==> config.mk <==
export PLATFORM = sky130hd
export DESIGN_NAME = ecc_enc_pipe
export DESIGN_NICKNAME = d
export VERILOG_FILES = /design/src/rtl/ecc_enc_pipe.sv
export SDC_FILE = /design/constraint.sdc
export NUM_CORES = 1
export LEC_CHECK = 0
export CORE_MARGIN = 2
export CORE_UTILIZATION = 51
export DETAILED_ROUTE_END_ITERATION = 10
export DONT_BUFFER_PORTS = 1
export PLACE_DENSITY = 0.63
export SYNTH_ARGS = -nofsm -noshare
export SYNTH_HDL_FRONTEND = slang
export SYNTH_SLANG_ARGS = --single-unit
==> constraint.sdc <==
create_clock -name clk -period 9.3 [get_ports clk]
set_input_delay 2.79 -clock clk [delete_from_list [all_inputs] [get_ports clk]]
set_output_delay 2.79 -clock clk [all_outputs]
set_load 0.01 [all_outputs]
==> src/rtl/ecc_enc_pipe.sv <==
// Two-stage SEC check-bit generator feeding the 32-bit single-error corrector.
// Optional error injection is compiled in with `define ECC_ERR_INJECT_EN.

module ecc_par_lane #(
  parameter logic [31:0] MASK = '0
) (
  input  logic [31:0] data,
  output logic        par
);
  assign par = ^(data & MASK);
endmodule

module ecc_enc_pipe #(
  parameter int CNT_W = 16
) (
  input  logic             clk,
  input  logic             rst,
  input  logic             in_valid,
  output logic             in_ready,
  input  logic [31:0]      in_data,
  output logic             out_valid,
  input  logic             out_ready,
  output logic [31:0]      out_data,
  output logic [7:0]       out_check,
  output logic             out_en,
  output logic [CNT_W-1:0] word_cnt
`ifdef ECC_ERR_INJECT_EN
  ,
  input  logic             inj_req,
  input  logic [5:0]       inj_bit
`endif
);
  localparam int STAGES = 2;
  localparam int NUM_CHK = 8;

  // Codeword bit numbering: 0..31 data, 32+k check bit k.
  typedef struct packed {
    logic [7:0]  check;
    logic [31:0] data;
  } cw_t;

  localparam logic [NUM_CHK-1:0][31:0] PAR_MASK = {
    32'h8888F0F0, 32'h44440F0F, 32'h2222FF00, 32'h111100FF,
    32'hF0F08888, 32'h0F0F4444, 32'hFF002222, 32'h00FF1111
  };

  logic [STAGES:1] vld_pipe;
  logic [31:0]     s1_data;
  cw_t             s2_cw;
  cw_t             s2_nxt;
  logic [NUM_CHK-1:0] chk_gen;
  logic [39:0]     flip;
  logic            accept;
  logic            s2_load;
  logic            release_w;

  genvar k;
  generate
    for (k = 0; k < NUM_CHK; k++) begin : g_lane
      ecc_par_lane #(.MASK(PAR_MASK[k])) u_lane (
        .data (s1_data),
        .par  (chk_gen[k])
      );
    end
  endgenerate

  assign release_w = vld_pipe[2] & out_ready;
  assign s2_load   = vld_pipe[1] & (~vld_pipe[2] | out_ready);
  assign in_ready  = ~vld_pipe[1] | s2_load;
  assign accept    = in_valid & in_ready;

`ifdef ECC_ERR_INJECT_EN
  logic       inj_arm;
  logic [5:0] inj_sel;

  // One-shot: arms on request, fires on the next S2 load, requests while armed are dropped.
  always_ff @(posedge clk or posedge rst) begin
    if (rst) begin
      inj_arm <= 1'b0;
      inj_sel <= '0;
    end else if (inj_arm) begin
      if (s2_load) inj_arm <= 1'b0;
    end else if (inj_req) begin
      inj_arm <= 1'b1;
      inj_sel <= inj_bit;
    end
  end

  always_comb begin
    flip = '0;
    if (inj_arm && inj_sel < 6'd40) flip = 40'd1 << inj_sel;
  end
`else
  assign flip = '0;
`endif

  assign s2_nxt = cw_t'({chk_gen, s1_data} ^ flip);

  always_ff @(posedge clk or posedge rst) begin
    if (rst) begin
      vld_pipe <= '0;
      s1_data  <= '0;
      s2_cw    <= '0;
      word_cnt <= '0;
    end else begin
      if (accept) begin
        vld_pipe[1] <= 1'b1;
        s1_data     <= in_data;
      end else if (s2_load) begin
        vld_pipe[1] <= 1'b0;
      end
      if (s2_load) begin
        vld_pipe[2] <= 1'b1;
        s2_cw       <= s2_nxt;
      end else if (release_w) begin
        vld_pipe[2] <= 1'b0;
      end
      if (release_w) word_cnt <= word_cnt + 1'b1;
    end
  end

  assign out_valid = vld_pipe[2];
  assign out_en    = vld_pipe[2];
  assign out_data  = s2_cw.data;
  assign out_check = s2_cw.check;
endmodule
# Yosys cells after proc, flatten, opt, wreduce, memory -nomap -nowiden
# Cells that the tools add are included.
# classes
addsub	1
n_reduce_logical	10
bitwise	7
muxes	4
# ops
cell	n
XOR reduction 32 bit	8
adder 16 x 1 -> 16 bit, second input constant	1
two-way mux 1 bit	4
nonzero test 2 bit	2
AND 1 bit	3
NOT 1 bit	2
bitwise OR 1 bit	2
# totals
input_bits	36
regBits	90

# Logic depth before layout (Yosys ltp)
# depth
depth_word	6
depth_mapped	6
depth_no_buf	5

# Modules after synthesis
# From an unflattened synthesis, not the netlist that was laid out.
# hier_totals
hier_cells	301
area_unflattened_um2	4304.1
# modules_own_cells
mod	instances	seq_area_each_um2	area_per_inst_um2	cells_each
ecc_enc_pipe	1	2252.2	3493.4	221
ecc_par_lane	8	0.0	101.3	10

# Least setup slack after synthesis
# Ideal clock, no wire load.
# synth_timing
kind	in2out
from	input port out_ready
to	output port in_ready
path_stages	1
path_buffers	0
arrival_ns	3.004
required_ns	6.510
path_slack_ns	3.506
cell_sequence	nand3b_1
# synth_between
elab_chain_cells	3
# synth_rtl
item	line	rtl
start: declaration	22	input logic out_ready,
bitwise OR 1 bit	68	assign s2_load = vld_pipe[1] & (~vld_pipe[2] | out_ready);
AND 1 bit	68	
bitwise OR 1 bit	69	assign in_ready = ~vld_pipe[1] | s2_load;
end: declaration	19	output logic in_ready,
# Every way passes these cells.

# Worst setup path after layout
# Ends and elaborated chain as after synthesis.

==> out/metrics.cfg <==
[final_layout]
drive_gt1_share_pct=32.5
layout.nets=324
area_growth_pct=7.26
n_antenna_cell=0
instances_no_fill=391

[setup_path]
timing.rr.end=out_data[25]
cp-end-kind=output port
reg2regPathDepth=3
critical_path_class=in2out
path_buf_inv=0
r2r_setup_slack_ns=7.27
worstSetupStartpointType=input port
cp_data_arrival_time_ns=3.03
crit_fanout=4
crit_required_ns=6.51
crit_family=simple AND/OR/NAND/NOR gates
path_cells=nand3b_1
r2r-start=vld_pipe[2]
crit_cells=1
slowest_stage=nand3b_1
crit_path_max_incr_delay_ns=0.24

[placement]
dp_hpwl_um=5010
place_congestion=0.641
portBuffers=0
dp_slack_ns=3.48
place_inst=378

[logic_synthesis]
netlist.area_leader.share_pct=55.1
synth_area_um2=4090
syn_avg_cell_area_um2=14.4
netlist_instances=283
synth_area_leaders=dfrtp_1 55%, mux2_2 19%, xnor2_1 10%, xnor3_1 4.4%, xnor2_2 2.8%
synth_warnings=0
yosys.area.top_type=dfrtp_1
ys_seq_elements=90
syn-num-nets=320
synth.distinct_cells=22
ys_seq_area_share_pct=55.1

[die]
die_h_um=93.5
chipWidth_um=93.5
dieArea_um2=8750
num_rows=32
start_util_pct=52.9
pin_count=95
core_um2=7730

[routing]
antenna_left=0
totalWireLength_um=7040
wl_per_cell_um=18.0
vias=2087
initialDrtViolationCount=39
vias_per_cell=5.34
drtPass1Iterations=4
drc=0

[clocking]
cts_resized=0
insertion_delay_ns=0.34
clkSinkCount=90
cts_root_buffer=clkbuf_8
numCtsBuffers=9
clock_path_buffers=2
clk_pin_slew_ns=0.08
cts_tree=yes
post-cts-setup-buffers=0
hold_buffers=0
cts_max_level=3

[grt]
antenna_found_initial=0
grt_max_degree=52
met1_usage_pct=21.8
grtUsageMet2_pct=26.6
overflow=0
grt_usage_pct=17.4
grt_pass1_wl_um=11300
grt_pass1_vias=2206
grt_most_used_layer=met2
globalRouteMet3Util_pct=8.06

[min_path]
worst_hold_startpoint=vld_pipe[1]
whs_endpoint=vld_pipe[2]
holdCritPathClass=reg2reg
min_path_cells=1

[timing]
rsz0062_at_grt=no
fmax_mhz=172
relSlewSlack_pct=29.2
hold_slack_ns=0.521
worst_pin_slew_ns=1.06
layout_setup_ws_ns=3.48
setup_violations=0
layout_min_cycle_time_ns=5.82
hold_viol=0
drv_slew=0
skew_ns=0.00737
fin_tns_setup_ns=0
min_period_over_period_pct=62.5

[power]
p_leak_nw=1.87
power_density_nw_per_um2=279
peakVddDrop_uv=142

[outcome]
status=finished, final reports clean

[run]
cap_violations=0

[sequential cells by signal, summed over array words and instances, names as in the netlist]
register,count
word_cnt,16
out_check,8
vld_pipe,2
out_data,32
s1_data,32
[layout make-up]
class	count	area, um^2
tap	102	128
fill	664	3340
clock buffer	9	124
multi-input combinational	180	1780
sequential	90	2250
inverter	4	17.5
timing repair buffer	2	15.0
clock inverter	4	70.1
[placed cells by master, fill, tap and decap left out, types with 4 or more instances in the layout]
cell and instances:
clkbuf_8 9, dfrtp_1 90, mux2_2 69, nand2_1 11, nand4_1 5, nor2_1 5
o21ai_1 4, xnor2_1 48, xnor2_2 7, xnor3_1 8, xor2_1 8
[report_power, final]
part / internal (mW) / leakage [nW] / switching [mW]
Clock: 0.146 / 0.101 / 0.127
Combinational: 0.230 / 0.706 / 0.119
Sequential: 0.481 / 1.07 / 0.120
[cells by family after synthesis]
kind of cell	after synthesis	synth area share [%]
simple gates	35	4.41
mux	69	19.0
fa+ha+maj	1	0.306
xor+xnor	71	19.2
buf+inv	13	1.47
compound gates	4	0.490
flops	90	55.1
[worst max-delay path by stage]
stage / start / endpoint / slack [ns]
after detailed placement: out_ready / in_ready / 3.48
after global placement: out_ready / in_ready / 3.50
final: out_ready / in_ready / 3.48
after CTS: out_ready / in_ready / 3.48
after floorplan: out_ready / in_ready / 3.51
after global routing: out_ready / in_ready / 3.46
[cell usage after synthesis]
cell type  instances
nand3b_1           1
nand2b_1           3
nor2_1             5
mux2_2            69
nand4_1            5
buf_2              6
or4b_4             1
xnor3_1            8
clkbuf_1           2
buf_4              1
nand3_1            3
nor3_1             3
or3_1              1
dfrtp_1           90
xor2_1             8
xnor2_1           48
inv_1              4
o21ai_1            4
nand2_1           12
and4_1             1
ha_1               1
xnor2_2            7
[metrics by stage]
step                      util [%]  area [um^2]  power, mW
final                         56.7         4380       1.22
after global routing          56.7         4380       1.30
after CTS                     56.7         4380       1.24
after detailed placement      54.2         4190      0.969
after global placement        54.2         4190      0.959
after floorplan                  -         4090      0.899
[layer usage]
layer  routed length, um  part of all wire, %
met1                3030                   43
met2                3340                   47
met3                 587                  8.3
met4                  83                  1.2
met5                   0                    0
Note: power is estimated with default switching activity, not from simulation.
